<file path="config.mk">
export PLATFORM = sky130hd
export DESIGN_NAME = hex_display_driver_flat
export DESIGN_NICKNAME = d
export VERILOG_FILES = /design/src/rtl/hex_display_if.sv /design/src/rtl/hex_display_driver.sv /design/src/flat_wrapper.sv
export SDC_FILE = /design/constraint.sdc
export NUM_CORES = 1
export LEC_CHECK = 0
export CAP_MARGIN = 25
export CORE_MARGIN = 2
export CORE_UTILIZATION = 40
export DETAILED_ROUTE_END_ITERATION = 16
export SETUP_SLACK_MARGIN = 0.2
export SYNTH_ARGS = -nofsm -noshare
export SYNTH_HDL_FRONTEND = slang
export SYNTH_SLANG_ARGS = --single-unit
</file>
<file path="constraint.sdc">
create_clock -name clk -period 3.2 [get_ports clk]
set_input_delay 0.32 -clock clk [delete_from_list [all_inputs] [get_ports clk]]
set_output_delay 0.32 -clock clk [all_outputs]
set_load 0.005 [all_outputs]
</file>
<file path="src/rtl/hex_display_if.sv">
// Handshake and display bundle for the eight-digit multiplexed hex display driver.
// The master side loads values and controls blanking; the slave side drives the digit and segment lines.
interface hex_display_if;
  logic        load;
  logic [31:0] value;
  logic        blank;
  logic        load_ack;
  logic [7:0]  an;
  logic [6:0]  seg;

  modport master (
    output load,
    output value,
    output blank,
    input  load_ack,
    input  an,
    input  seg
  );

  modport slave (
    input  load,
    input  value,
    input  blank,
    output load_ack,
    output an,
    output seg
  );
endinterface

</file>
<file path="src/rtl/hex_display_driver.sv">
// Eight-digit multiplexed seven-segment hex display driver.
// It latches a 32-bit value on load and scans one digit every SCAN_DIV clocks, with optional leading-zero blanking.
module hex_display_driver #(
  parameter int SCAN_DIV = 50000,
  parameter int LZ_BLANK = 0
) (
  input  logic        clk,
  input  logic        rst_n,
  hex_display_if.slave bus
);

  localparam int PW = (SCAN_DIV > 1) ? $clog2(SCAN_DIV) : 1;
  localparam logic [PW-1:0] PRESC_MAX = PW'(SCAN_DIV - 1);
  localparam logic [7:0]    AN_OFF    = 8'hFF;
  localparam logic [6:0]    SEG_OFF   = 7'h7F;

  typedef enum logic {IDLE, SCAN} state_t;

  state_t        state;
  logic [31:0]   shadow;
  logic [PW-1:0] presc;
  logic [2:0]    idx;
  logic          load_ack_q;
  logic [7:0]    an_q;
  logic [6:0]    seg_q;

  function automatic logic [6:0] seg_decode(input logic [3:0] nib);
    logic [6:0] s;
    case (nib)
      4'h0: s = 7'b1000000;
      4'h1: s = 7'b1111001;
      4'h2: s = 7'b0100100;
      4'h3: s = 7'b0110000;
      4'h4: s = 7'b0011001;
      4'h5: s = 7'b0010010;
      4'h6: s = 7'b0000010;
      4'h7: s = 7'b1111000;
      4'h8: s = 7'b0000000;
      4'h9: s = 7'b0010000;
      4'hA: s = 7'b0001000;
      4'hB: s = 7'b0000011;
      4'hC: s = 7'b1000110;
      4'hD: s = 7'b0100001;
      4'hE: s = 7'b0000110;
      default: s = 7'b0001110;
    endcase
    return s;
  endfunction

  // A digit above 0 is a leading zero when it and every nibble above it are zero.
  function automatic logic lz_blanked(input logic [31:0] sh, input logic [2:0] k);
    logic [31:0] rest;
    rest = sh >> {k, 2'b00};
    return (LZ_BLANK != 0) && (k != 3'd0) && (rest == 32'd0);
  endfunction

  logic [3:0] cur_nib;
  assign cur_nib = shadow[{idx, 2'b00} +: 4];

  always_ff @(posedge clk) begin
    if (!rst_n) begin
      state      <= IDLE;
      shadow     <= 32'd0;
      presc      <= '0;
      idx        <= 3'd0;
      load_ack_q <= 1'b0;
      an_q       <= AN_OFF;
      seg_q      <= SEG_OFF;
    end else begin
      load_ack_q <= bus.load;
      if (bus.load) begin
        shadow <= bus.value;
      end

      case (state)
        IDLE: begin
          presc <= '0;
          idx   <= 3'd0;
          if (bus.load) begin
            state <= SCAN;
          end
        end
        default: begin
          if (presc == PRESC_MAX) begin
            presc <= '0;
            idx   <= idx + 3'd1;
          end else begin
            presc <= presc + PW'(1);
          end
        end
      endcase

      // Outputs reflect the registered index and shadow, so they trail any change by one cycle.
      if (state == IDLE || bus.blank || lz_blanked(shadow, idx)) begin
        an_q  <= AN_OFF;
        seg_q <= SEG_OFF;
      end else begin
        an_q  <= ~(8'b1 << idx);
        seg_q <= seg_decode(cur_nib);
      end
    end
  end

  assign bus.load_ack = load_ack_q;
  assign bus.an       = an_q;
  assign bus.seg      = seg_q;

endmodule

</file>
<file path="src/flat_wrapper.sv">
// flat-port wrapper written by rule: the top's interface ports become plain ports
module hex_display_driver_flat 
#(
  parameter int SCAN_DIV = 50000,
  parameter int LZ_BLANK = 0
)
  (clk, rst_n, bus_load, bus_value, bus_blank, bus_load_ack, bus_an, bus_seg);
  hex_display_if bus_i ();
  input  logic clk;
  input  logic rst_n;
  input wire logic [$bits(bus_i.load)-1:0] bus_load;
  input wire logic [$bits(bus_i.value)-1:0] bus_value;
  input wire logic [$bits(bus_i.blank)-1:0] bus_blank;
  output wire logic [$bits(bus_i.load_ack)-1:0] bus_load_ack;
  output wire logic [$bits(bus_i.an)-1:0] bus_an;
  output wire logic [$bits(bus_i.seg)-1:0] bus_seg;
  assign bus_i.load = bus_load;
  assign bus_i.value = bus_value;
  assign bus_i.blank = bus_blank;
  assign bus_load_ack = bus_i.load_ack;
  assign bus_an = bus_i.an;
  assign bus_seg = bus_i.seg;
  hex_display_driver #(.SCAN_DIV(SCAN_DIV), .LZ_BLANK(LZ_BLANK)) u_core (.clk(clk), .rst_n(rst_n), .bus(bus_i));
endmodule
</file>
# Word-level counts from Yosys, hierarchy flattened
# Memories as Yosys holds them, arrays and structs flattened. A register that Yosys moved wholly into a read port is not among the register bits.
# Index checks and enable logic that the tools add are counted.
totals:
  register_bits: 61
  in_bits: 36
  mem_count: 1
  ramBits: 0
  latch_bits: 0
  romBits: 112
  elab_cells: 21
  output_inout_bits: 16
mem_list:
  columns: ["name", "words", "width", "read_ports", "rd_ports_with_merged_regs", "wr", "line_no", "rtl"]
  rows:
  - ["(no name shown)", 16, 7, 1, 1, 0, "hex_display_driver.sv:29", "case (nib)"]
op_classes:
  multipliers: 0
  shifts: 2
  n_addsub: 2
  bitwise_logic: 3
  reduce_logical: 4
  n_div: 0
  n_eq_ne: 1
  magnitude_cmp: 0
  mux: 2
ops:
  columns: ["cell", "count"]
  rows:
  - ["32-bit by 6-bit variable part select with 4-bit output", 1]
  - ["16-bit by 1-bit adder with 16-bit output, second input constant", 1]
  - ["16-bit == test, second input constant", 1]
  - ["8-bit NOT", 1]
  - ["1-bit by 3-bit left shift with 8-bit output, first input constant", 1]
  - ["3-bit by 1-bit adder with 3-bit output, second input constant", 1]
  - ["3-bit OR reduction", 1]
  - ["1-bit two-way mux", 2]
  - ["1-bit NOT", 2]
  - ["2-bit AND reduction", 1]
  - ["2-bit OR reduction", 1]
  - ["1-bit logical OR", 1]

# Longest topological paths before layout
depth:
  ltp_word: 3
  depth_mapped: 8
  depth_no_buf: 7

# Worst setup path after synthesis
# Ideal clock, no wire load.
synth_timing:
  path_type: "reg-to-reg"
  from: "register u_core.idx[0]"
  to: "register u_core.seg_q[3] (netlist: u_core.bus.seg[3])"
  slack_ns: 0.758
  path_stages_with_launch: 9
  arrival_time_ns: 2.327
  required_ns: 3.085
  cell_sequence: "dfxtp_1 > buf_6 > mux4_1 > mux2i_1 > inv_1 > ha_1 > a21boi_0 > a2111o_1 > o21a_1"
synth_via:
  elab_chain_cells: 1
synth_rtl:
  columns: ["item", "line_no", "rtl"]
  rows:
  - ["start, declared", "hex_display_driver.sv:22", "logic [2:0] idx;"]
  - ["start signal, assigned", "hex_display_driver.sv:86", "idx <= idx + 3'd1;"]
  - ["32-bit by 6-bit variable part select with 4-bit output", "hex_display_driver.sv:58", "assign cur_nib = shadow[{idx, 2'b00} +: 4];"]
  - ["end, declared", "hex_display_driver.sv:25", "logic [6:0] seg_q;"]
# No other way between the ends.
# A chain may end at the register's enable or synchronous reset.

# Worst setup path after layout
layout_timing:
  from: "register u_core.idx[1]"
  to: "register u_core.seg_q[3] (netlist: u_core.bus.seg[3])"
# Same word-level chain as after synthesis.

==> summary.txt <==
Detailed routing
  – DRC: 0
  – Starting DRT DRC Count: 50
  – Routed Antenna Nets: 0
  – Vias per cell: 4.67
  – Via count: 2079
  – Wirelength per Cell: 12.8 um
  – WL final: 5680 um
  – Total iterations of the first detailed-routing run: 4

Critical path
  – CP Launch Type: flip-flop
  – Worst Path Class, Setup: flip-flop to flip-flop
  – Slowest cell on the critical path: mux4_1
  – Crit path cell chain: mux4_1 -> mux2i_1 -> inv_1 -> ha_1 -> a21boi_0 -> a2111o_1 -> o21a_1
  – WP data arrival: 2730 ps
  – Crit-path max cell delay: 570 ps
  – CP Max Fanout: 6
  – CP Data Required Time: between 3000 and 4000 ps
  – FF-to-FF Start: u_core.idx[1]$_SDFFE_PP0N_
  – Setup crit end kind: flip-flop
  – Crit path from: u_core.idx[1]$_SDFFE_PP0N_
  – Reg2reg setup slack: approximately 720 ps

Timing
  – Hold Vio Cnt, Final: 0
  – Number of slew-limit violations in the final report: 0
  – Tcrit/Tclk final: 77.6%
  – Fmax: 0.403 GHz
  – Slew at the pin closest to its max-slew limit: 986 ps
  – Setup Skew: 7.16 ps
  – RSZ-0062 raised after global routing: no
  – Fin crit period: 2480 ps
  – Worst slew margin: 34.2%
  – Endpoints failing setup: 0
  – Setup TNS: 0 ps

Power and ir drop
  – Cell Int Power: 1.32 mW
  – Power Total: roughly 1.7 mW
  – Max VDD drop: 0.193 mV
  – Leak pwr: between 1.5 and 2 nW
  – Sequential Power Share: 51.4%
  – Sw frac: 23.7%
  – Clock network fraction of design power: 39.0%
  – Gate power share: under 10%
  – Net Switching: 0.411 mW
  – Power per cell area: 451 nW/um^2

GRT
  – Global-route wire length before repair: 9690 um
  – GRT Util Overall: 14.9%
  – Vias in the first global route: 2033
  – Initial antenna violation count: 0
  – Total gr overflow: 0
  – Largest net degree at the start of global routing: 36

Place
  – Routability cong.: 0.810
  – Port buffer count: 51
  – Post-DP HPWL: 4100 um

Floorplanning
  – Initial Utilization: 41.8%
  – Row Count: 31
  – Die Area: roughly 8400 sq um
  – CORE AREA: about 7300 sq um
  – Die height: slightly above 90 um
  – IO Pins: 52
  – Die width: 91.5 um

Clock network
  – CTS Root Cell: clkbuf_8
  – Post-CTS Setup Bufs: 0
  – H-tree levels: 3
  – Max clock buf depth: 2
  – Clock Sink Count: 68
  – CTS tree: done
  – Post-cts resize count: 0
  – Clk pin slew, worst setup/hold paths: 70 ps
  – Latest clock arrival within the worst-skew pair: 350 ps
  – CTS Buf Count: 9
  – Cts hold-fix bufs: 0

Synthesis
  – Post-Synthesis Cells: 289
  – Synth top area share: 44.4%
  – Post-synthesis sequential area ratio: between 40% and 50%
  – #FFs+latches synth: 68
  – Mean Syn Cell Area: 10.6 sq um
  – Net Count, Synth: 338
  – Synth area leaders: dfxtp_1 44%, mux2i_1 13%, nor2b_1 6.7%, ha_1 5.3%, mux4_1 3.4%
  – Synth warn: 0
  – Synth cell types: 43
  – Leading area contributor after synthesis: dfxtp_1
  – Mapped Area: 3060 sq um

Status
  – Status: finished, final reports clean

Layout
  – Antenna Cells: 0
  – Nets@finish: 390
  – Layout cells sized above 1: 10.1%
  – Layout filler cell count: 682
  – P&R area growth vs syn: 25.3%

Flow run
  – Max Cap Violations: 0

Worst hold path
  – Min-Delay Startpoint: u_core.presc[0]$_SDFF_PP0_
  – Worst hold path class: flip-flop to flip-flop
layer usage:
metal  GRT usage (%)  vias to the layer above  wire (um)
met5               0                        -          0
li1                -                     1098          -
met3            4.65                       11        249
met2            22.3                       46       2450
met4            7.95                        0        132
met1            19.2                      924       2850
state kept, by name, indices dropped and copies added, names as in the netlist:
signal,flops
u_core.shadow,32
u_core.idx,3
u_core.bus.load_ack,1
u_core.presc,16
u_core.bus.an,8
u_core.state,1
u_core.bus.seg,7
layout by cell type, fill, tap and decap left out, types with 3 or more instances in the layout:
master,n
ha_1,13
nand2_1,15
mux2i_1,39
clkbuf_8,12
nand4_1,3
buf_4,3
a21oi_1,4
and3_1,3
inv_1,7
nand3_1,11
xor2_1,7
clkdlybuf4s50_1,50
nor2b_1,33
nor3_1,5
clkinvlp_4,3
dfxtp_1,68
mux4_1,4
xnor2_1,8
nor2_1,26
worst paths after layout:
kind / end / cells after the start
max: u_core.bus.seg[3]$_SDFF_PP1_ / 7
min: u_core.presc[0]$_SDFF_PP0_ / 1
max reg2reg: u_core.bus.seg[3]$_SDFF_PP1_ / 7
min reg2reg: u_core.presc[0]$_SDFF_PP0_ / 1
cell families after synthesis:
family | Yosys count | share of synthesized area [%]
AOI/OAI and AO/OA | 20 | 5.72
xor gates and xnor gates | 15 | 4.29
adders and majority gates | 13 | 5.31
buffers and inverters | 20 | 3.27
DFF | 68 | 44.4
muxes | 49 | 19.3
and+or+nand+nor | 104 | 17.6
critical path: cells and delay by family (launching register included):
family / cells / cell delay [ps]
mux: 2 / 1030
fa+ha+maj: 1 / 230
buf+inv: 1 / 170
flops: 1 / 350
compound gates: 3 / 600
synthesized netlist by cell type (all sizes together):
| master | count |
|---|---|
| o221ai | 1 |
| a21oi | 6 |
| xnor2 | 8 |
| a2111o | 1 |
| a2bb2oi | 1 |
| dfxtp | 68 |
| nand2 | 15 |
| nand4 | 3 |
| a31oi | 1 |
| buf | 3 |
| ha | 13 |
| o311ai | 1 |
| o31ai | 1 |
| nor4b | 2 |
| o21a | 2 |
| or2 | 1 |
| and2 | 2 |
| and2b | 2 |
| a22oi | 1 |
| nor3 | 5 |
| a21o | 1 |
| a21boi | 1 |
| inv | 7 |
| nor2 | 26 |
| a221o | 1 |
| o21ai | 2 |
| clkbuf | 10 |
| nand3 | 11 |
| mux2i | 40 |
| nor3b | 1 |
| nor2b | 33 |
| mux4 | 6 |
| and3 | 3 |
| xor2 | 7 |
| mux2 | 3 |
layout make-up:
cell class	count	area, sq um	share of cell area, %
Inverter	7	26.3	0.685
Tap cell	99	124	3.23
Multi-Input combinational cell	201	1600	41.7
Clock buffer	12	165	4.30
Sequential cell	68	1360	35.5
Clock inverter	4	31.3	0.815
Timing Repair Buffer	54	528	13.8
per-stage QoR:
step / cells / worst slack [ps] / hold WS [ps] / instance area [sq um] / util, %
after floorplan: 289 / 758 / 430 / 3060 / -
after global placement: 429 / 824 / 449 / 3640 / 49.7
after detailed placement: 429 / 749 / 453 / 3640 / 49.7
after CTS: 445 / 688 / 471 / 3840 / 52.3
after global routing: 445 / 518 / 496 / 3840 / 52.3
final: 445 / 716 / 466 / 3840 / 52.3
power groups by stage:
stage	clock network, mW	registers (mW)	logic [mW]
after detailed placement	0	0.911	0.166
final	0.675	0.891	0.165
after global routing	0.741	0.894	0.180
after floorplan	0	0.906	0.0982
after global placement	0	0.911	0.166
after CTS	0.694	0.891	0.167
Note: power is estimated with default switching activity, not from simulation.
